[config.mk]
export PLATFORM = sky130hd
export DESIGN_NAME = serial_to_parallel_32bit
export DESIGN_NICKNAME = d
export VERILOG_FILES = /design/src/rtl/serial_to_parallel_32bit.sv
export SDC_FILE = /design/constraint.sdc
export NUM_CORES = 1
export LEC_CHECK = 0
export ABC_CLOCK_PERIOD_IN_PS = 5200
export CAP_MARGIN = 5
export CORE_MARGIN = 5
export CORE_UTILIZATION = 56
export DETAILED_ROUTE_END_ITERATION = 7
export PLACE_DENSITY = 0.94
export SLEW_MARGIN = 40
export SYNTH_ARGS = -nofsm -noshare
export SYNTH_HDL_FRONTEND = slang
export SYNTH_SLANG_ARGS = --single-unit
[constraint.sdc]
create_clock -name clk -period 5.2 [get_ports clk]
set_input_delay 1.04 -clock clk [delete_from_list [all_inputs] [get_ports clk]]
set_output_delay 1.04 -clock clk [all_outputs]
set_load 0.02 [all_outputs]
[src/rtl/serial_to_parallel_32bit.sv]
// serial_to_parallel_32bit
// Assembles a framed 1-bit serial stream into WIDTH-bit words. A frame starts
// on a bit qualified by frame_start; bits may arrive with arbitrary gaps.
// Each completed word goes into a single holding buffer (par_out/par_valid)
// drained by a valid/ready handshake. Sticky flags record words dropped
// because the buffer was still full (overrun) and partial frames that were
// restarted by a new frame_start (frame_abort).

module serial_to_parallel_32bit #(
  parameter int WIDTH     = 32,
  parameter bit MSB_FIRST = 1'b1
) (
  input  logic                         clk,
  input  logic                         reset_n,
  input  logic                         ser_in,
  input  logic                         ser_valid,
  input  logic                         frame_start,
  input  logic                         par_ready,
  input  logic                         clr_flags,
  output logic [WIDTH-1:0]             par_out,
  output logic                         par_valid,
  output logic                         busy,
  output logic [$clog2(WIDTH+1)-1:0]   bit_count,
  output logic                         overrun,
  output logic                         frame_abort
);

  localparam int CW = $clog2(WIDTH+1);

  typedef enum logic {
    IDLE  = 1'b0,
    SHIFT = 1'b1
  } state_t;

  state_t           state;
  logic [WIDTH-1:0] sr;

  // Insert one bit into the assembly register in the configured bit order.
  function automatic logic [WIDTH-1:0] shift_in(input logic [WIDTH-1:0] cur,
                                                input logic             b);
    if (MSB_FIRST)
      return {cur[WIDTH-2:0], b};
    else
      return {b, cur[WIDTH-1:1]};
  endfunction

  logic             restart;
  logic             accept;
  logic             abort_evt;
  logic             complete;
  logic             deliver;
  logic             overrun_evt;
  logic [WIDTH-1:0] sr_next;

  // Decode the current input bit against the frame state.
  always_comb begin
    restart     = ser_valid && frame_start;
    accept      = ser_valid && (frame_start || (state == SHIFT));
    abort_evt   = restart && (state == SHIFT);
    // A frame_start on the last bit position restarts rather than completes.
    complete    = accept && !frame_start && (bit_count == CW'(WIDTH - 1));
    // A restart throws away whatever partial word was being assembled.
    sr_next     = restart ? shift_in('0, ser_in) : shift_in(sr, ser_in);
    deliver     = complete && (!par_valid || par_ready);
    overrun_evt = complete && par_valid && !par_ready;
  end

  // Frame assembly FSM: tracks IDLE/SHIFT, the shift register and the bit count.
  always_ff @(posedge clk or negedge reset_n) begin
    if (!reset_n) begin
      state     <= IDLE;
      sr        <= '0;
      busy      <= 1'b0;
      bit_count <= '0;
    end else if (accept) begin
      sr <= sr_next;
      if (restart) begin
        state     <= SHIFT;
        busy      <= 1'b1;
        bit_count <= CW'(1);
      end else if (complete) begin
        state     <= IDLE;
        busy      <= 1'b0;
        bit_count <= '0;
      end else begin
        bit_count <= bit_count + CW'(1);
      end
    end
  end

  // Output holding buffer: load on completion when free or draining, else hold.
  always_ff @(posedge clk or negedge reset_n) begin
    if (!reset_n) begin
      par_out   <= '0;
      par_valid <= 1'b0;
    end else if (deliver) begin
      par_out   <= sr_next;
      par_valid <= 1'b1;
    end else if (par_valid && par_ready) begin
      par_valid <= 1'b0;
    end
  end

  // Sticky status flags; a set event in the same cycle beats clr_flags.
  always_ff @(posedge clk or negedge reset_n) begin
    if (!reset_n) begin
      overrun     <= 1'b0;
      frame_abort <= 1'b0;
    end else begin
      overrun     <= overrun_evt | (overrun & ~clr_flags);
      frame_abort <= abort_evt | (frame_abort & ~clr_flags);
    end
  end

endmodule
Word-level counts from Yosys, hierarchy flattened
Cells that the tools add are included.

Register bits: 73. Input port bits: 7. Output and inout bits: 42. Logic and storage cells: 38.

$add $sub $neg: 1. Equal/unequal tests: 1. Mux-type cells: 7. Bitwise logic cells: 5. Reduce and logical (&&, ||, !) cells: 17.

Operator list (count): $mux 32 (1); $mux 6 (2); $logic_and 1x1->1 (9); $add 6x1->6 const B (1); $eq 6x5->1 const B (1); $mux 1 (4); $reduce_bool 2->1 (2); $logic_not 1->1 (3); $and 1x1->1 (2); $logic_or 1x1->1 (2); $or 1x1->1 (2); $reduce_and 2->1 (1); $not 1->1 (1).

Depth between registers and ports, before layout
Gate-level depths: netlist of the first run.

Depth in word-level cells: 7. Depth in mapped cells: 7. Mapped depth without buffers: 4.

Worst setup path after synthesis of the first run
Ideal clock, no wire load.

Kind: input -> register. From: input frame_start. To: register par_out[10]. Setup time: 0.125 ns. Data arrival time: 2.117 ns. Required time: 5.075 ns. Setup slack: 2.958 ns. Stages on the path: 6. Buffers on the path: 3. Path through: and3b_1 -> clkbuf_2 -> and4_4 -> buf_6 -> buf_8 -> mux2_4.

Longest elaborated chain between the ends: 5. Elaborated cells on any way between the ends: 8. Those cells by class: 1 x mux; 7 x reduce/logical.

Ends and longest elaborated chain: start: declaration (RTL line 17) `input logic frame_start,`; $logic_or 1x1->1 (RTL line 58) `accept = ser_valid && (frame_start || (state == SHIFT));`; $logic_and 1x1->1 (RTL line 58); $logic_and 1x1->1 (2 in series) (RTL line 61) `complete = accept && !frame_start && (bit_count == CW'(WIDTH - 1));`; $logic_and 1x1->1 (RTL line 64) `deliver = complete && (!par_valid || par_ready);`; end signal: assignment (RTL line 97) `par_out <= sr_next;`; end: declaration (RTL line 20) `output logic [WIDTH-1:0] par_out,`.

Several ways; a longest one is shown, not always the timed one. A chain may end at the register's enable or synchronous reset.

Worst setup path in the final report of the first run
From: input ser_valid. To: register par_out[31].

Longest elaborated chain between the ends: 4. Elaborated cells on any way between the ends: 6. Those cells by class: 1 x mux; 5 x reduce/logical.

Ends and longest elaborated chain: start: declaration (RTL line 16) `input logic ser_valid,`; $logic_and 1x1->1 (RTL line 58); $logic_and 1x1->1 (2 in series) (RTL line 61); $logic_and 1x1->1 (RTL line 64).

Several ways; a longest one is shown, not always the timed one.

==> impl_summary.md, run 1 <==
Finish
The final antenna diode count is 0. The end-of-flow core utilization is 70.80%. Compared with the post-synthesis result, the final layout area differs by 22.30%. The share of cells above drive strength 1 is 21.81%.

The library cell used most frequently in the layout, excluding fill and tap cells, is sky130_fd_sc_hd__dfrtp_1. The library cells used most frequently in the layout, excluding fill and tap cells, are 73 x sky130_fd_sc_hd__dfrtp_1, 47 x sky130_fd_sc_hd__clkdlybuf4s50_1, 32 x sky130_fd_sc_hd__a22o_1, 30 x sky130_fd_sc_hd__mux2_4, 11 x sky130_fd_sc_hd__clkbuf_8. The total number of nets in the final design is 246. Leaving out filler cells and counting taps, the final layout contains 313.

Floorplan
Measured along the x axis, the die boundary spans 82.66 µm. The number of standard-cell rows in the floorplan is 26. The starting utilization of the core area is 57.89%. The floorplan step set the die height to 82.66 µm. The die footprint is 6833 µm². The top-level port count is 49.

The area inside the core boundary is 5107 µm².

Synth
The synthesized area is 2957 µm². The cell taking the most area after synthesis is sky130_fd_sc_hd__dfrtp_1. The share of Yosys cell area claimed by the top area cell type is 61.79%. The basic-gate share of the synthesized area counting and, or, nand and nor cells is 4.147%. After synthesis, the largest family of logic cells by area is multiplexers. The number of flip-flops and latches in the synthesized netlist is 73. During synthesis, Yosys emitted a total of 0 warnings.

Sorting the synthesized cells by area gives the leading types as sky130_fd_sc_hd__dfrtp_1 62%, sky130_fd_sc_hd__mux2_4 15%, sky130_fd_sc_hd__a22o_1 9.5%, sky130_fd_sc_hd__buf_8 1.5%, sky130_fd_sc_hd__mux2_2 1.1%. The sequential fraction of the synthesis area is 61.79%. Summing the areas of all compound-gate instances in the mapped netlist gives 12.70% of the synthesized area. The synthesized-area fraction occupied by xor and xnor cells is 0%.

The post-synthesis instance total is 191. The synthesized area per cell is 15.48 µm². Synthesis instantiated 33 different standard cells from the library. The multiplexer share of the synthesized area is 16.72%. The adder and majority gate portion of the synthesized area is 0.4232%. Counting every net in the synthesized netlist gives 199.

Timing
After layout, the minimum clock period comes to 2.869 ns. Setup repair after global routing left no endpoint under its margin. The share of the cycle needed by the critical path after routing is 55.17%. At the pin with the least slew margin, the transition time is 0.6387 ns. On the final layout, the worst clock skew is 0.01067 ns. Setup total negative slack on the finished layout was measured at 0 ns. The final-layout worst hold slack is 0.5041 ns. The maximum clock frequency is 0.3486 GHz.

The normalized max-slew margin is 57.42%. The number of endpoints with negative hold slack in the final report is 0. The number of pins with negative max-slew slack in the final report was 0. The number of setup violations in the final report is 0.

Setup path
In this run the register-to-register setup slack is 2.97 ns. The number of cell instances on the worst register-to-register path is 4. Tracing the worst setup path back leads to its startpoint at ser_valid.

The launching element type of the critical path is an input port. The startpoint identified for the worst register-to-register timing path is bit_count[0]$_DFFE_PN0P_. The reg-to-reg endpoint is par_out[31]$_DFFE_PN0P_. The critical-path maximum fanout is 32. The start-to-end type of the worst setup path is input port to register.

The data required time of the worst path is 5.42 ns. Following the worst setup path forward leads to its endpoint at par_out[31]$_DFFE_PN0P_. The worst setup path is captured at a register.

Data on the critical path arrives at its endpoint at 3.09 ns.

Pwr
Summed over all cells, the static leakage comes to 1.681 nW. Summed over all nets, the switching power comes to 0.0002720 W. The power density relative to cell area is 304.3 nW/µm².

In this run, flip-flops and latches consume 55.3% of the power. Per report_power, the clock group accounts for 35.1% of the total. The switching power as a share of total power is 24.72%. The power share of the combinational group is 9.6%. After layout, the design draws a total of 0.001100 W. The worst vdd rail ir drop is 0.2427 mV. The design internal power is 0.0008284 W.

CTS
Clock tree synthesis selected as its root buffer the cell sky130_fd_sc_hd__clkbuf_8. The insertion delay to the later sink of the worst-skew pair is 0.33 ns. After clock tree synthesis, the clock-pin slew on the worst setup and hold paths is 0.08 ns. The number of CTS-inserted buffers is 9.

The post-cts hold buffer count is 0. Once the clock tree was built, the resizer swapped 0 gates to a different size. The clock passes through at most 2 buffers. The deepest level of the CTS H-tree is 3. TritonCTS built the clock tree. Post-CTS timing repair inserted 0 buffers for setup. Clock tree synthesis found a total of 73 sinks.

Global routing
Entering global routing, the biggest net connects 74 pins. The number of antenna violations at the first check in global routing is 0. The first global-routing pass estimated 8.935 mm of wire. The number of global-route vias before repair was 1,767. The total grt overflow is 0.

Across every metal layer, demand over resource in global routing totals 17.77%.

Placement
Including well taps, the total number of placed cells is 297. The count of port buffers added during placement is 48. The half-perimeter wire length after detailed placement is 3.439 mm. The routability congestion estimate from global placement is 0.8139.

Job
The number of violations of the max-capacitance limit is 0.

Drt
The post-route antenna net violation count is 0. The total via count in the routed design is 1,751. Before antenna repair, the detailed router went through 4 iterations. For this block, the routed nets add up to 5.440 mm of wire.

The average wire per cell in the routed design is 17.38 µm. The via density per instance is 5.594. The number of DRC violations after detailed routing is 0.

The detailed router finished its first iteration with 142 violations.

Min path
The classification of the worst-slack hold path is register to register.

Status
The flow ran to the end, and the final reports show no timing, DRC or antenna violations.
==> through the flow <==
step,setup WS (ns),area (µm²)
after floorplan,2.958,2957
after global placement,2.081,3438
after detailed placement,2.002,3438
final,2.331,3616
after global routing,2.268,3616
after CTS,2.351,3612
==> flip-flops by register name, indices dropped and copies added (netlist names) <==
name	cells
overrun	1
par_valid	1
bit_count	6
frame_abort	1
sr	31
par_out	32
state	1
==> worst max-delay path: stages <==
cell and delay, ns:
sky130_fd_sc_hd__clkdlybuf4s50_1 0.73, sky130_fd_sc_hd__and3b_1 0.25, sky130_fd_sc_hd__and4_4 0.65, sky130_fd_sc_hd__mux2_2 0.40
==> final cells by class <==
cell class	instances	area, µm²
fillers	351	1491
well taps	70	87.58
multi-input cells	98	1008
flip-flops and latches	73	1827
repair buffers	50	496.7
clock buffers	13	158.9
inverters	6	22.52
clock inverters	3	15.01
==> cells in the mapped netlist <==
cell type                   n
sky130_fd_sc_hd__a211oi_1   1
sky130_fd_sc_hd__a21oi_1    1
sky130_fd_sc_hd__a221o_1    2
sky130_fd_sc_hd__a22o_1    32
sky130_fd_sc_hd__a311o_1    1
sky130_fd_sc_hd__a311oi_1   1
sky130_fd_sc_hd__and3_1     1
sky130_fd_sc_hd__and3b_1    1
sky130_fd_sc_hd__and4_1     1
sky130_fd_sc_hd__and4_4     1
sky130_fd_sc_hd__and4b_1    2
sky130_fd_sc_hd__buf_6      2
sky130_fd_sc_hd__buf_8      3
sky130_fd_sc_hd__clkbuf_1   8
sky130_fd_sc_hd__clkbuf_2   1
sky130_fd_sc_hd__dfrtp_1   73
sky130_fd_sc_hd__ha_1       1
sky130_fd_sc_hd__inv_1      6
sky130_fd_sc_hd__mux2_2     3
sky130_fd_sc_hd__mux2_4    30
sky130_fd_sc_hd__mux2i_1    1
sky130_fd_sc_hd__nand2_1    3
sky130_fd_sc_hd__nand2b_1   1
sky130_fd_sc_hd__nand3_1    2
sky130_fd_sc_hd__nand4_1    2
sky130_fd_sc_hd__nor2b_1    2
sky130_fd_sc_hd__nor4b_1    1
sky130_fd_sc_hd__o211ai_1   1
sky130_fd_sc_hd__o21ai_0    2
sky130_fd_sc_hd__o21ai_1    1
sky130_fd_sc_hd__o22ai_1    2
sky130_fd_sc_hd__o32ai_1    1
sky130_fd_sc_hd__or2_2      1
==> logic make-up (layout without fill, tap and decap cells) <==
group                      count (synthesis)  after routing
DFF                                       73             73
AOI/OAI and AO/OA                         45             45
muxes                                     34             34
buffers and inverters                     20             72
and+or+nand+nor                           18             18
adders and majority gates                  1              1
==> worst min-delay path by stage <==
stage                  startpoint            endpoint  slack [ns]  cells after the start
6_report       sr[30]$_DFFE_PN0P_  sr[30]$_DFFE_PN0P_        0.50                      1
2_1_floorplan  sr[30]$_DFFE_PN0P_  sr[30]$_DFFE_PN0P_        0.46                      1
5_1_grt        sr[30]$_DFFE_PN0P_  sr[30]$_DFFE_PN0P_        0.52                      1
3_5_place_dp   sr[30]$_DFFE_PN0P_  sr[30]$_DFFE_PN0P_        0.48                      1
4_1_cts        sr[30]$_DFFE_PN0P_  sr[30]$_DFFE_PN0P_        0.50                      1
3_3_place_gp   sr[30]$_DFFE_PN0P_  sr[30]$_DFFE_PN0P_        0.48                      1
==> power groups by stage <==
stage | clock, W | combinational [W] | sequential [W]
final | 0.000386 | 0.000106 | 0.000608
after global routing | 0.000420 | 0.000115 | 0.000611
after CTS | 0.000396 | 0.000107 | 0.000607
after detailed placement | 0 | 0.000106 | 0.000617
after global placement | 0 | 0.000103 | 0.000617
after floorplan | 0 | 0.0000405 | 0.000629
==> per-layer routing <==
layer | up-vias | wire length [µm] | global-route usage [%]
met5 | - | 0 | 0
met3 | 9 | 266 | 4.230
met1 | 888 | 2513 | 24.75
met2 | 52 | 2556 | 25.88
met4 | 0 | 104 | 9.314
li1 | 802 | - | -
Power figures use the tool's default switching activity.
==> run 2, diff against run 1 <==
--- a/config.mk
+++ b/config.mk
@@ -5,12 +5,12 @@
 export SDC_FILE = /design/constraint.sdc
 export NUM_CORES = 1
 export LEC_CHECK = 0
-export ABC_CLOCK_PERIOD_IN_PS = 5200
+export ABC_CLOCK_PERIOD_IN_PS = 2440
 export CAP_MARGIN = 5
 export CORE_MARGIN = 5
-export CORE_UTILIZATION = 56
+export CORE_UTILIZATION = 47
 export DETAILED_ROUTE_END_ITERATION = 7
-export PLACE_DENSITY = 0.94
+export PLACE_DENSITY = 0.86
 export SLEW_MARGIN = 40
 export SYNTH_ARGS = -nofsm -noshare
 export SYNTH_HDL_FRONTEND = slang
==> constraint.sdc (replaced) <==
create_clock -name clk -period 2.44 [get_ports clk]
set_input_delay 0.488 -clock clk [delete_from_list [all_inputs] [get_ports clk]]
set_output_delay 0.488 -clock clk [all_outputs]
set_load 0.02 [all_outputs]
==> impl_summary.md, run 2 (synthesized netlist as in run 1, its figures left out) <==
Global routing
The all-layer global routing usage came to 14.75% (-3.0 points). The global-route wire length before repair came to 8.818 mm (-1.3%). The total grt overflow was 0 (unchanged).

The maximum number of pins on one net before global-route repair was 74 (unchanged). The number of global-route vias before repair is 1,748 (-1.1%). The number of antenna violations at the first check in global routing is 0 (unchanged).

Timing
Setup repair after global routing left no endpoint under its margin. The actual slew at the worst max-slew pin is 0.6326 ns (-0.006097 ns). The number of endpoints with negative hold slack in the final report came to 0 (unchanged). The number of setup violations in the final report is 0 (unchanged). The maximum clock frequency is 0.4964 GHz.

The worst path needs 2.015 ns of the cycle, external delays included. The number of pins with negative max-slew slack in the final report is 0 (unchanged). The setup skew after layout came to 0.008366 ns (-0.002301 ns). The share of the cycle needed by the critical path after routing is 82.57%. The normalized max-slew margin is 57.82% (+0.41 points). The total negative slack was 0 ns (unchanged).

Floorplan
The starting utilization of the core area is 49.07% (-8.8 points). The number of standard-cell rows in the floorplan is 28 (+7.7%). The die footprint is 7977 µm² (+17%). The die span in y is 89.32 µm (+8.1%). The die outline width is 89.32 µm (+8.1%).

The top-level port count was 49 (unchanged). The area inside the core boundary is 6026 µm² (+18%).

CTS
The post-cts hold buffer count is 0 (unchanged). The number of gates resized after CTS is 0 (unchanged). The insertion delay to the later sink of the worst-skew pair is 0.34 ns (about the same). The clock sink count came to 73 (unchanged). The buffer levels on the longest clock path is 2 (unchanged). The deepest level of the CTS H-tree is 3 (unchanged). The number of CTS-inserted buffers was 9 (unchanged). The clock input transition at the sequential cells of the worst setup and hold paths is 0.08 ns (about the same). The clock root buffer is sky130_fd_sc_hd__clkbuf_8. The post-CTS setup buffer count was 0 (unchanged).

TritonCTS built the clock tree.

Drt
The total length of routed wires is 5.443 mm (about the same). The first-pass iteration count of the detailed router is 4 (unchanged). The DRC marker count from the first detailed-route iteration was 100 (-30%). The total via count in the routed design is 1,788 (+2.1%). The post-route antenna net violation count came to 0 (unchanged).

The average wire per cell in the routed design is 16.85 µm (-3.0%). The number of DRC violations after detailed routing came to 0 (unchanged). The via density per instance was 5.536 (-1.0%).

Setup path
The delay contributed by the slowest stage of the critical path came to 0.68 ns (-0.05 ns). The number of cell instances on the worst register-to-register path is 5 (+1). On the critical path, the stage with the largest delay is an instance of sky130_fd_sc_hd__clkdlybuf4s50_1. The kind of cell with the highest combined delay on the critical path is buffers and inverters. The worst setup slack for register-to-register paths was 0.50 ns (-2.47 ns).

The data required time of the worst path is 1.95 ns (-3.47 ns). The critical path buffer and inverter count is 1 (unchanged). The critical path depth is 1 (-3).

The endpoint class of the critical path is an output pin. The signal on the critical path passes through clkdlybuf4s50_1. The critical-path maximum fanout is 10 (-69%). The critical path in this run is classified as register to output pin. The reg-to-reg endpoint is par_out[0]$_DFFE_PN0P_. The arrival time of data at the critical path endpoint was 1.53 ns (-1.56 ns). STA classifies the critical path startpoint as a register. The start point of the critical path is state$_DFFE_PN0P_. The worst register-to-register path begins at bit_count[0]$_DFFE_PN0P_.

The most critical setup path has its endpoint at busy.

Pwr
The design internal power is 0.001823 W (+120%). The portion of total power attributed to the clock network is 37.9% (+2.8 points). The power share of the combinational group came to 9.3% (-0.3 points). The static leakage is 1.715 nW (+2.0%).

The worst vdd rail ir drop is 0.4012 mV (+65%). The power density relative to cell area came to 662.9 nW/µm² (+120%). The sequential group share of total power came to 52.7% (-2.6 points).

The switching power as a share of total power was 25.82% (+1.1 points). The switching power total came to 0.0006345 W (+130%). The overall power consumption is 0.002458 W (+120%).

Finish
The number of flip-flops under the largest register name came to 32 (unchanged). Compared with the post-synthesis result, the final layout area differs by 25.39%. The share of cells above drive strength 1 came to 23.79% (+2.0 points). In the layout the commonest cells are 73 x sky130_fd_sc_hd__dfrtp_1, 47 x sky130_fd_sc_hd__clkdlybuf4s50_1, 32 x sky130_fd_sc_hd__a22o_1, 30 x sky130_fd_sc_hd__mux2_4, 9 x sky130_fd_sc_hd__clkbuf_8. The total number of nets in the final design is 251 (+2.0%).

Ranked by flip-flop count, first place goes to par_out. The most common library cell in the layout ignoring fill and taps is sky130_fd_sc_hd__dfrtp_1. The final antenna diode count was 0 (unchanged). The largest registers in the layout are par_out x32, sr x31, bit_count x6.

Job
The number of violations of the max-capacitance limit is 0 (unchanged).

Placement
The routability congestion estimate from global placement is 0.7997 (-1.7%). The half-perimeter wire length after detailed placement was 3.555 mm (+3.4%). The count of port buffers added during placement came to 48 (unchanged).

Min path
The classification of the worst-slack hold path is input port to asynchronous set/reset pin.

Status
The run finished with clean final reports.
## run 2: power groups by stage
| stage | Combinational [W] | Sequential, W | Clock [W] |
|---|---|---|---|
| 2_1_floorplan | 0.0000864 | 0.00134 | 0 |
| 3_3_place_gp | 0.000226 | 0.00131 | 0 |
| 3_5_place_dp | 0.000232 | 0.00132 | 0 |
| 4_1_cts | 0.000233 | 0.00129 | 0.000957 |
| 5_1_grt | 0.000251 | 0.00130 | 0.00101 |
| 6_report | 0.000229 | 0.00130 | 0.000932 |
## run 2: area by class of cell
class	instances	area, µm²
Sequential cell	73	1827
Multi-Input combinational cell	98	1008
Fill cell	444	2318
Clock buffer	10	127.6
Inverter	6	22.52
Tap cell	75	93.84
Clock inverter	6	68.82
Timing Repair Buffer	55	559.3
## run 2: layer usage
layer	wire, µm	global-route usage, %	vias to the layer above
met5	0	0	-
met4	61	4.871	0
met3	345	6.636	8
met2	2497	20.96	64
met1	2539	20.17	908
li1	-	-	808
## run 2: stage by stage
stage          hold WS [ns]  worst slack [ns]  utilization, %  instance area (µm²)  cells
2_1_floorplan        0.1924            0.5385               -                 2957    191
3_3_place_gp         0.4782            0.3828           58.20                 3507    307
3_5_place_dp         0.4956            0.3527           58.26                 3511    307
4_1_cts              0.1555            0.3975           61.52                 3707    323
5_1_grt              0.1754            0.3196           61.52                 3707    323
6_report             0.1283            0.4253           61.52                 3707    323
## run 2: worst reg2reg max path, stage by stage (launching register included)
cell and delay [ns]:
sky130_fd_sc_hd__dfrtp_1 0.46, sky130_fd_sc_hd__ha_1 0.26, sky130_fd_sc_hd__nor2b_1 0.28, sky130_fd_sc_hd__and4_4 0.31, sky130_fd_sc_hd__buf_12 0.17, sky130_fd_sc_hd__mux2_2 0.35
## run 2: worst min path at each step
| stage | to | depth (start not counted) |
|---|---|---|
| after floorplan | bit_count[0]$_DFFE_PN0P_ | 0 |
| after global placement | sr[30]$_DFFE_PN0P_ | 1 |
| after detailed placement | par_out[5]$_DFFE_PN0P_ | 1 |
| after CTS | par_out[7]$_DFFE_PN0P_ | 1 |
| after global routing | par_out[8]$_DFFE_PN0P_ | 1 |
| final | par_out[8]$_DFFE_PN0P_ | 1 |
